**config.mk**
```make
export PLATFORM = sky130hd
export DESIGN_NAME = sprite_layer_engine
export DESIGN_NICKNAME = d
export VERILOG_FILES = /design/src/rtl/sprite_layer_engine.sv
export SDC_FILE = /design/constraint.sdc
export NUM_CORES = 1
export LEC_CHECK = 0
export ABC_AREA = 1
export CAP_MARGIN = 0
export CORE_UTILIZATION = 30
export DETAILED_ROUTE_END_ITERATION = 16
export PLACE_DENSITY = 0.43
export SYNTH_ARGS = -nofsm -noshare
export SYNTH_HDL_FRONTEND = slang
export SYNTH_SLANG_ARGS = --single-unit
export TNS_END_PERCENT = 20
```
**constraint.sdc**
```tcl
create_clock -name clk -period 3.13 [get_ports clk]
set_input_delay 0.7825 -clock clk [delete_from_list [all_inputs] [get_ports clk]]
set_output_delay 0.7825 -clock clk [all_outputs]
set_load 0.005 [all_outputs]
```
**src/rtl/sprite_layer_engine.sv**
```systemverilog
// Multi-sprite position registers with per-frame button movement and a
// 2-stage pixel hit-test pipeline (lowest sprite index wins on overlap).
module sprite_layer_engine #(
  parameter int NUM_SPRITES = 4,
  parameter int WIDTH       = 640,
  parameter int HEIGHT      = 480,
  parameter int SPRITE_W    = 50,
  parameter int SPRITE_H    = 50,
  parameter int STEP        = 1,
  parameter int IDX_W       = 2
) (
  input  logic                   clk,
  input  logic                   reset,
  input  logic                   screen_end,
  input  logic [9:0]             x,
  input  logic [8:0]             y,
  input  logic [NUM_SPRITES-1:0] up,
  input  logic [NUM_SPRITES-1:0] down,
  input  logic [NUM_SPRITES-1:0] left,
  input  logic [NUM_SPRITES-1:0] right,
  input  logic                   load_en,
  input  logic [IDX_W-1:0]       load_idx,
  input  logic [9:0]             load_x,
  input  logic [8:0]             load_y,
  output logic                   hit,
  output logic [IDX_W-1:0]       hit_idx,
  output logic [9:0]             rel_x,
  output logic [8:0]             rel_y,
  output logic                   frame_tick
);

  localparam logic [10:0] X_MAX  = 11'(WIDTH - SPRITE_W);
  localparam logic [10:0] Y_MAX  = 11'(HEIGHT - SPRITE_H);
  localparam logic [10:0] STEP11 = 11'(STEP);
  localparam logic [10:0] SW11   = 11'(SPRITE_W);
  localparam logic [10:0] SH11   = 11'(SPRITE_H);

  logic r_screen_end_q;
  logic w_frame_tick;

  assign w_frame_tick = screen_end & ~r_screen_end_q;
  // The raw edge detect would fire while reset holds r_screen_end_q low.
  assign frame_tick   = w_frame_tick & ~reset;

  always_ff @(posedge clk) begin
    if (reset) r_screen_end_q <= 1'b0;
    else       r_screen_end_q <= screen_end;
  end

  logic [9:0] w_load_x_cl;
  logic [8:0] w_load_y_cl;

  assign w_load_x_cl = ({1'b0, load_x} > X_MAX) ? X_MAX[9:0] : load_x;
  assign w_load_y_cl = ({2'b0, load_y} > Y_MAX) ? Y_MAX[8:0] : load_y;

  logic [NUM_SPRITES-1:0] w_hit_vec;
  logic [9:0]             w_off_x [NUM_SPRITES];
  logic [8:0]             w_off_y [NUM_SPRITES];

  genvar gi;
  generate
    for (gi = 0; gi < NUM_SPRITES; gi++) begin : g_sprite
      logic [9:0]  r_pos_x;
      logic [8:0]  r_pos_y;
      logic        r_cover;
      logic [9:0]  r_off_x;
      logic [8:0]  r_off_y;
      logic [10:0] w_x_ext, w_y_ext;
      logic [10:0] w_x_dec, w_x_inc, w_y_dec, w_y_inc;
      logic [9:0]  w_x_next;
      logic [8:0]  w_y_next;
      logic        w_cover;

      assign w_x_ext = {1'b0, r_pos_x};
      assign w_y_ext = {2'b0, r_pos_y};
      assign w_x_dec = w_x_ext - STEP11;
      assign w_x_inc = w_x_ext + STEP11;
      assign w_y_dec = w_y_ext - STEP11;
      assign w_y_inc = w_y_ext + STEP11;

      // Bit 10 of the decrement acts as the borrow, i.e. the result went negative.
      always_comb begin
        w_x_next = r_pos_x;
        w_y_next = r_pos_y;
        if (w_frame_tick) begin
          if (left[gi] && !right[gi])
            w_x_next = w_x_dec[10] ? 10'd0 : w_x_dec[9:0];
          else if (right[gi] && !left[gi])
            w_x_next = (w_x_inc > X_MAX) ? X_MAX[9:0] : w_x_inc[9:0];
          if (up[gi] && !down[gi])
            w_y_next = w_y_dec[10] ? 9'd0 : w_y_dec[8:0];
          else if (down[gi] && !up[gi])
            w_y_next = (w_y_inc > Y_MAX) ? Y_MAX[8:0] : w_y_inc[8:0];
        end
        if (load_en && (load_idx == IDX_W'(gi))) begin
          w_x_next = w_load_x_cl;
          w_y_next = w_load_y_cl;
        end
      end

      assign w_cover = ({1'b0, x} >= w_x_ext) && ({1'b0, x} < (w_x_ext + SW11)) &&
                       ({2'b0, y} >= w_y_ext) && ({2'b0, y} < (w_y_ext + SH11));

      // Offsets are captured alongside the compare so a later move cannot skew rel_x/rel_y.
      always_ff @(posedge clk) begin
        if (reset) begin
          r_pos_x <= 10'(gi * SPRITE_W);
          r_pos_y <= 9'd0;
          r_cover <= 1'b0;
          r_off_x <= 10'd0;
          r_off_y <= 9'd0;
        end else begin
          r_pos_x <= w_x_next;
          r_pos_y <= w_y_next;
          r_cover <= w_cover;
          r_off_x <= x - r_pos_x;
          r_off_y <= y - r_pos_y;
        end
      end

      assign w_hit_vec[gi] = r_cover;
      assign w_off_x[gi]   = r_off_x;
      assign w_off_y[gi]   = r_off_y;
    end
  endgenerate

  logic             w_win_hit;
  logic [IDX_W-1:0] w_win_idx;
  logic [9:0]       w_win_rx;
  logic [8:0]       w_win_ry;

  // Scan from the top down so the lowest covering index is the last one written.
  always_comb begin
    w_win_hit = 1'b0;
    w_win_idx = '0;
    w_win_rx  = 10'd0;
    w_win_ry  = 9'd0;
    for (int i = NUM_SPRITES - 1; i >= 0; i--) begin
      if (w_hit_vec[i]) begin
        w_win_hit = 1'b1;
        w_win_idx = IDX_W'(i);
        w_win_rx  = w_off_x[i];
        w_win_ry  = w_off_y[i];
      end
    end
  end

  always_ff @(posedge clk) begin
    if (reset) begin
      hit     <= 1'b0;
      hit_idx <= '0;
      rel_x   <= 10'd0;
      rel_y   <= 9'd0;
    end else begin
      hit     <= w_win_hit;
      hit_idx <= w_win_idx;
      rel_x   <= w_win_rx;
      rel_y   <= w_win_ry;
    end
  end

endmodule

```
# [Yosys cells after proc, flatten, opt, wreduce, memory -nomap -nowiden]
# Index checks and enable logic that the tools add are counted.
[classes] add_sub_neg=32 n_lt_le_gt_ge=26 eq_ne=3 n_mux=65 bitwise_logic=4 reduce_logical=71
[op_table] op="$mux W10" n=29
[op_table] op="$mux W9" n=29
[op_table] op="$add A10 B1 Y11 const B" n=4
[op_table] op="$add A10 B6 Y11 const B" n=4
[op_table] op="$gt A11 B10 Y1 const B" n=4
[op_table] op="$lt A10 B11 Y1" n=4
[op_table] op="$sub A10 B1 Y11 const B" n=4
[op_table] op="$add A9 B1 Y10 const B" n=4
[op_table] op="$add A9 B6 Y10 const B" n=4
[op_table] op="$ge A10 B10 Y1" n=4
[op_table] op="$gt A10 B9 Y1 const B" n=4
[op_table] op="$lt A9 B10 Y1" n=4
[op_table] op="$sub A10 B10 Y10" n=4
[op_table] op="$sub A9 B1 Y10 const B" n=4
[op_table] op="$ge A9 B9 Y1" n=4
[op_table] op="$sub A9 B9 Y9" n=4
[op_table] op="$logic_and A1 B1 Y1" n=32
[op_table] op="$reduce_bool A3 Y1" n=8
[op_table] op="$logic_not A1 Y1" n=16
[op_table] op="$reduce_and A2 Y1" n=8
[op_table] op="$gt A10 B10 Y1 const B" n=1
[op_table] op="$gt A9 B9 Y1 const B" n=1
[op_table] op="$reduce_bool A2 Y1" n=4
[op_table] op="$mux W1" n=5
[op_table] op="8 further kinds" n=12
[word_totals] regBits=179 inputBits=60 out_inout_bits=23 elab_cells=227

# [Depth between registers and ports, before layout]
[depth] word_depth=7 mapped_depth=15 depth_no_buf=15

# [Worst setup path after synthesis]
# Ideal clock, no wire load.
[synth_timing] path_type="input-to-reg" from="input x[0]" to="register g_sprite[0].r_off_x[8]" setup_time_ns=0.115 arrival_ns=2.293 t_required_ns=3.015 setup_slack_ns=0.722 cell_stages=10 path_buffers=0 path_cell_list="inv_1 -> ha_1 -> fa_1 -> o21ai_0 -> nand3_1 -> nand2_1 -> nand2_1 -> o21bai_1 -> a21oi_1 -> o21a_1"
[synth_via] elab_chain_len=1
[synth_rtl] item="start, declared" line="15" rtl="input logic [9:0] x,"
[synth_rtl] item="$sub A10 B10 Y10" line="116" rtl="r_off_x <= x - r_pos_x;"
[synth_rtl] item="end signal, assigned" line="116"
[synth_rtl] item="end, declared" line="66" rtl="logic [9:0] r_off_x;"
# Every way passes these cells.
# A chain may end at the register's enable or synchronous reset.

# [Worst setup path in the final report]
[layout_timing] from="input screen_end" to="output frame_tick"
[layout_via] elab_chain_len=2
[layout_rtl] item="start, declared" line="14" rtl="input logic screen_end,"
[layout_rtl] item="$and A1 B1 Y1" line="41" rtl="assign w_frame_tick = screen_end & ~r_screen_end_q;"
[layout_rtl] item="$and A1 B1 Y1" line="43" rtl="assign frame_tick = w_frame_tick & ~reset;"
[layout_rtl] item="end, declared" line="29" rtl="output logic frame_tick"
# Every way passes these cells.

==> summary.md <==
| Metric | Value |
|---|---|
| Crit path max-delay cell type | `clkdlybuf4s50_1` |
| WHS | `0.460 ns` |
| RePlAce Congestion | `0.913` |
| Max capacitance violation total | `0` |
| CP Launch Type | `primary input` |
| Hold path cells | `2` |
| Number of buffers added on ports | `82` |
| Met1 usage | `28.7%` |
| Core area | `56500 sq um` |
| Layout cells sized above 1 | `7.74%` |
| Power share of the clock group | `26.8%` |
| CTS root buf | `clkbuf_16` |
| Post-synth net total | `2937` |
| Gr usage total | `22.5%` |
| Non-Filler Instances | `3545` |
| Vias in the first global route | `17519` |
| Ranking of synthesized cells by area | `dfxtp_1, ha_1, nand2_1, a21oi_1, inv_1` |
| Die width | `241 microns` |
| DP HPWL | `51.1 mm` |
| Synth Warn # | `0` |
| Synthesized area | `17200 sq um` |
| Final wirelength | `64.2 mm` |
| Minimum clock period | `2.88 ns` |
| VDD IR max | `0.515 mV` |
| P_sw | `3.23 mW` |
| Worst path bufs/invs | `4` |
| Sw Share | `40.6%` |
| Max FO, Critical Path | `3` |
| GR Overflow Total | `0` |
| Worst Hold Class | `register to register` |
| Reg2Reg Setup Slack | `0.45 ns` |
| Setup Viol. Count Final | `0` |
| Met2 Usage GRT | `38.4%` |
| Fin. Hold Viols | `0` |
| Internal power | `4.73 mW` |
| Global-route wire length before repair | `99.4 mm` |
| Initial Util | `30.4%` |
| Routed len/inst | `18.1 microns` |
| GR peak layer | `met2` |
| Cell taking the most area after synthesis | `dfxtp_1` |
| Cell Rows | `87` |
| Multi-input logic area | `12000 sq um` |
| Initial detailed-routing violation count | `1159` |
| Postcts setup bufs | `0` |
| Die Area | `58200 sq um` |
| FF-to-FF End | `g_sprite[1].r_cover` |
| Fmax | `347 MHz` |
| Reg clk slew, reported paths | `0.07 ns` |
| Fin nets | `3049` |
| Worst slew pin tran | `0.783 ns` |
| Final Skew | `0.0193 ns` |
| Post-synth EDFFs | `0` |
| Detailed-route via count | `17681` |
| Syn Inst Count | `2665` |
| Slew Limit Fails | `0` |
| Post-Place Cells | `3514` |
| N_diodes | `0` |
| Power share of the sequential group | `34.7%` |
| CP Launch Point | `screen_end` |
| Num CTS Buffers | `17` |
| Hold Path Origin | `g_sprite[0].r_off_x[3]` |
| Pin count of the biggest net entering global routing | `114` |
| Initial antenna violation count | `0` |
| FF+latch area | `3580 sq um` |
| Most common flop cell mapped by yosys | `dfxtp_1` |
| Leak Pwr | `9.30 nW` |
| RSZ-0062 raised after global routing | `false` |
| Hold_buf cts | `0` |
| Capturing element type of the critical path | `output port` |
| FF+latch count, synth | `179` |
| Max incr delay on CP | `0.52 ns` |
| Post-CTS resize count | `0` |
| Crit-path leading delay family | `buffers and inverters` |
| Count of cell types in the netlist | `50` |
| CP Cell Sequence | `clkdlybuf4s50_1 > inv_1 > nor2_2 > inv_1 > nor2_1 > clkdlybuf4s50_1` |
| DRC viols | `0` |
| PD cells | `401 nW/um^2` |
| FF-to-FF Start | `g_sprite[1].r_pos_x[1]` |
| Antenna Violating Nets Remaining | `0` |
| Num ports | `83` |
| CTS tree | `yes` |
| Crit path DAT | `2.10 ns` |
| Post-synthesis average cell area | `6.44 sq um` |
| Sequential cell area fraction in the yosys report | `20.9%` |
| Gate power share | `38.4%` |
| FILL cells | `6208` |
| Area fraction of the dominant cell type after synthesis | `20.9%` |
| Status | `complete, no violations` |
| Worst skew pair latency | `0.51 ns` |
| Fraction of registers with async set/reset | `0%` |
| Num Clock Sinks | `179` |
| WS Path Type | `primary input to output port` |
| Met3 Track Usage GR | `2.83%` |
| Die H | `241 microns` |
| Layout area overhead | `15.7%` |
| Worst path required time | `2.35 ns` |
| H-tree levels | `4` |
| Placed cell area | `19300 sq um` |
| DR pass1 iterations | `5` |
| Period Utilization, post-route | `92.2%` |
| Setup tns final | `0 ns` |
| Finished Cell Area | `19900 sq um` |
| R2R cell count | `12` |
| Worst Hold Path EP | `rel_x[3]` |
| DR vias/cell | `4.99` |
| Rel. slew slack | `47.6%` |
| Clock Tree Buf Depth | `2` |
==> tightest hold or removal path: cells and delay by family, from the launching register on <==
family           cells  cell delay (ns)
AND/OR/NAND/NOR      1             0.06
AO/OA/AOI/OAI        1             0.06
flip-flops           1             0.31
==> power groups by stage <==
stage | clock, mW | sequential, mW | combinational, mW
floorplan | 0 | 2.68 | 2.14
detailed placement | 0 | 2.82 | 3.05
global route | 2.28 | 2.80 | 3.49
global placement | 0 | 2.83 | 3.05
CTS | 2.22 | 2.77 | 3.07
finish | 2.14 | 2.77 | 3.06
==> worst max-delay path by stage <==
stage | endpoint | slack, ns | depth (start not counted)
after floorplan | g_sprite[0].r_off_x[8] | 0.72 | 10
after global placement | g_sprite[3].r_off_y[6] | 0.11 | 8
after detailed placement | g_sprite[1].r_cover | 0.14 | 10
after CTS | frame_tick | 0.23 | 6
after global routing | g_sprite[0].r_cover | 0.15 | 13
final | frame_tick | 0.25 | 6
==> sequential cells by signal (all words and copies together), names as in the netlist <==
register,count
g_sprite.r_cover,4
g_sprite.r_off_x,40
g_sprite.r_off_y,36
g_sprite.r_pos_x,40
g_sprite.r_pos_y,36
hit,1
hit_idx,2
r_screen_end_q,1
rel_x,10
rel_y,9
==> stage by stage <==
stage | total power [mW] | util [%] | worst slack [ns]
2_1_floorplan | 4.82 | - | 0.722
3_3_place_gp | 5.87 | 34.2 | 0.107
3_5_place_dp | 5.87 | 34.2 | 0.138
4_1_cts | 8.06 | 35.2 | 0.235
5_1_grt | 8.57 | 35.2 | 0.152
6_report | 7.97 | 35.2 | 0.245
==> routing by layer <==
layer | vias up | part of all wire (%)
li1 | 9069 | -
met1 | 8142 | 46
met2 | 381 | 47
met3 | 89 | 3.4
met4 | 0 | 3.4
met5 | - | 0
==> area by class of cell <==
type                       count  area share, %
inverter                     328           6.20
clock inverter                13          0.516
timing repair buffer         181           8.16
tap                          756           4.76
sequential                   179           18.0
clock buffer                  18           2.21
multi-input combinational   2070           60.1
==> cells in the final DEF (no fill, tap or decap), types with 6 or more instances in the layout <==
master           count
a211oi_1             8
a21o_1               7
a21oi_1            251
a31oi_1             15
buf_4               94
clkbuf_16           17
clkdlybuf4s50_1     81
dfxtp_1            179
fa_1                12
ha_1               200
inv_1              299
inv_2               24
nand2_1            634
nand2_2             19
nand3_1            172
nand3b_1             9
nand4_1             46
nor2_1             191
nor2_2              14
nor3_1              33
nor4_1               7
o2111ai_1           10
o211ai_1            13
o21a_1               8
o21ai_0            222
o21ai_1             13
o21bai_1            19
o221ai_1             6
o22ai_1              8
or2_2               10
xnor2_1             16
xor2_1              97
==> Yosys cell counts, types with 3 or more instances <==
cell,instances
a211oi_1,8
a21o_1,7
a21oi_1,251
a21oi_2,4
a221oi_1,5
a31oi_1,15
buf_1,4
buf_2,20
buf_4,15
clkbuf_1,47
clkinv_1,4
dfxtp_1,179
fa_1,12
ha_1,200
inv_1,300
inv_2,24
nand2_1,634
nand2_2,19
nand3_1,172
nand3b_1,9
nand4_1,46
nor2_1,191
nor2_2,14
nor3_1,34
nor4_1,7
o2111ai_1,10
o211ai_1,13
o21a_1,8
o21ai_0,222
o21ai_1,13
o21ai_2,3
o21bai_1,19
o221ai_1,6
o22ai_1,8
or2_2,10
xnor2_1,16
xor2_1,97
==> cell families (layout without fill, tap and decap cells) <==
logic type	Yosys count	in the layout	synth area share (%)
flops	179	179	20.9
xor+xnor	113	113	5.76
buf+inv	416	540	9.62
simple gates	1147	1147	28.6
fa+ha+maj	212	212	16.0
compound gates	596	596	19.1
mux	2	2	0.117
(Power assumes the default switching activity.)
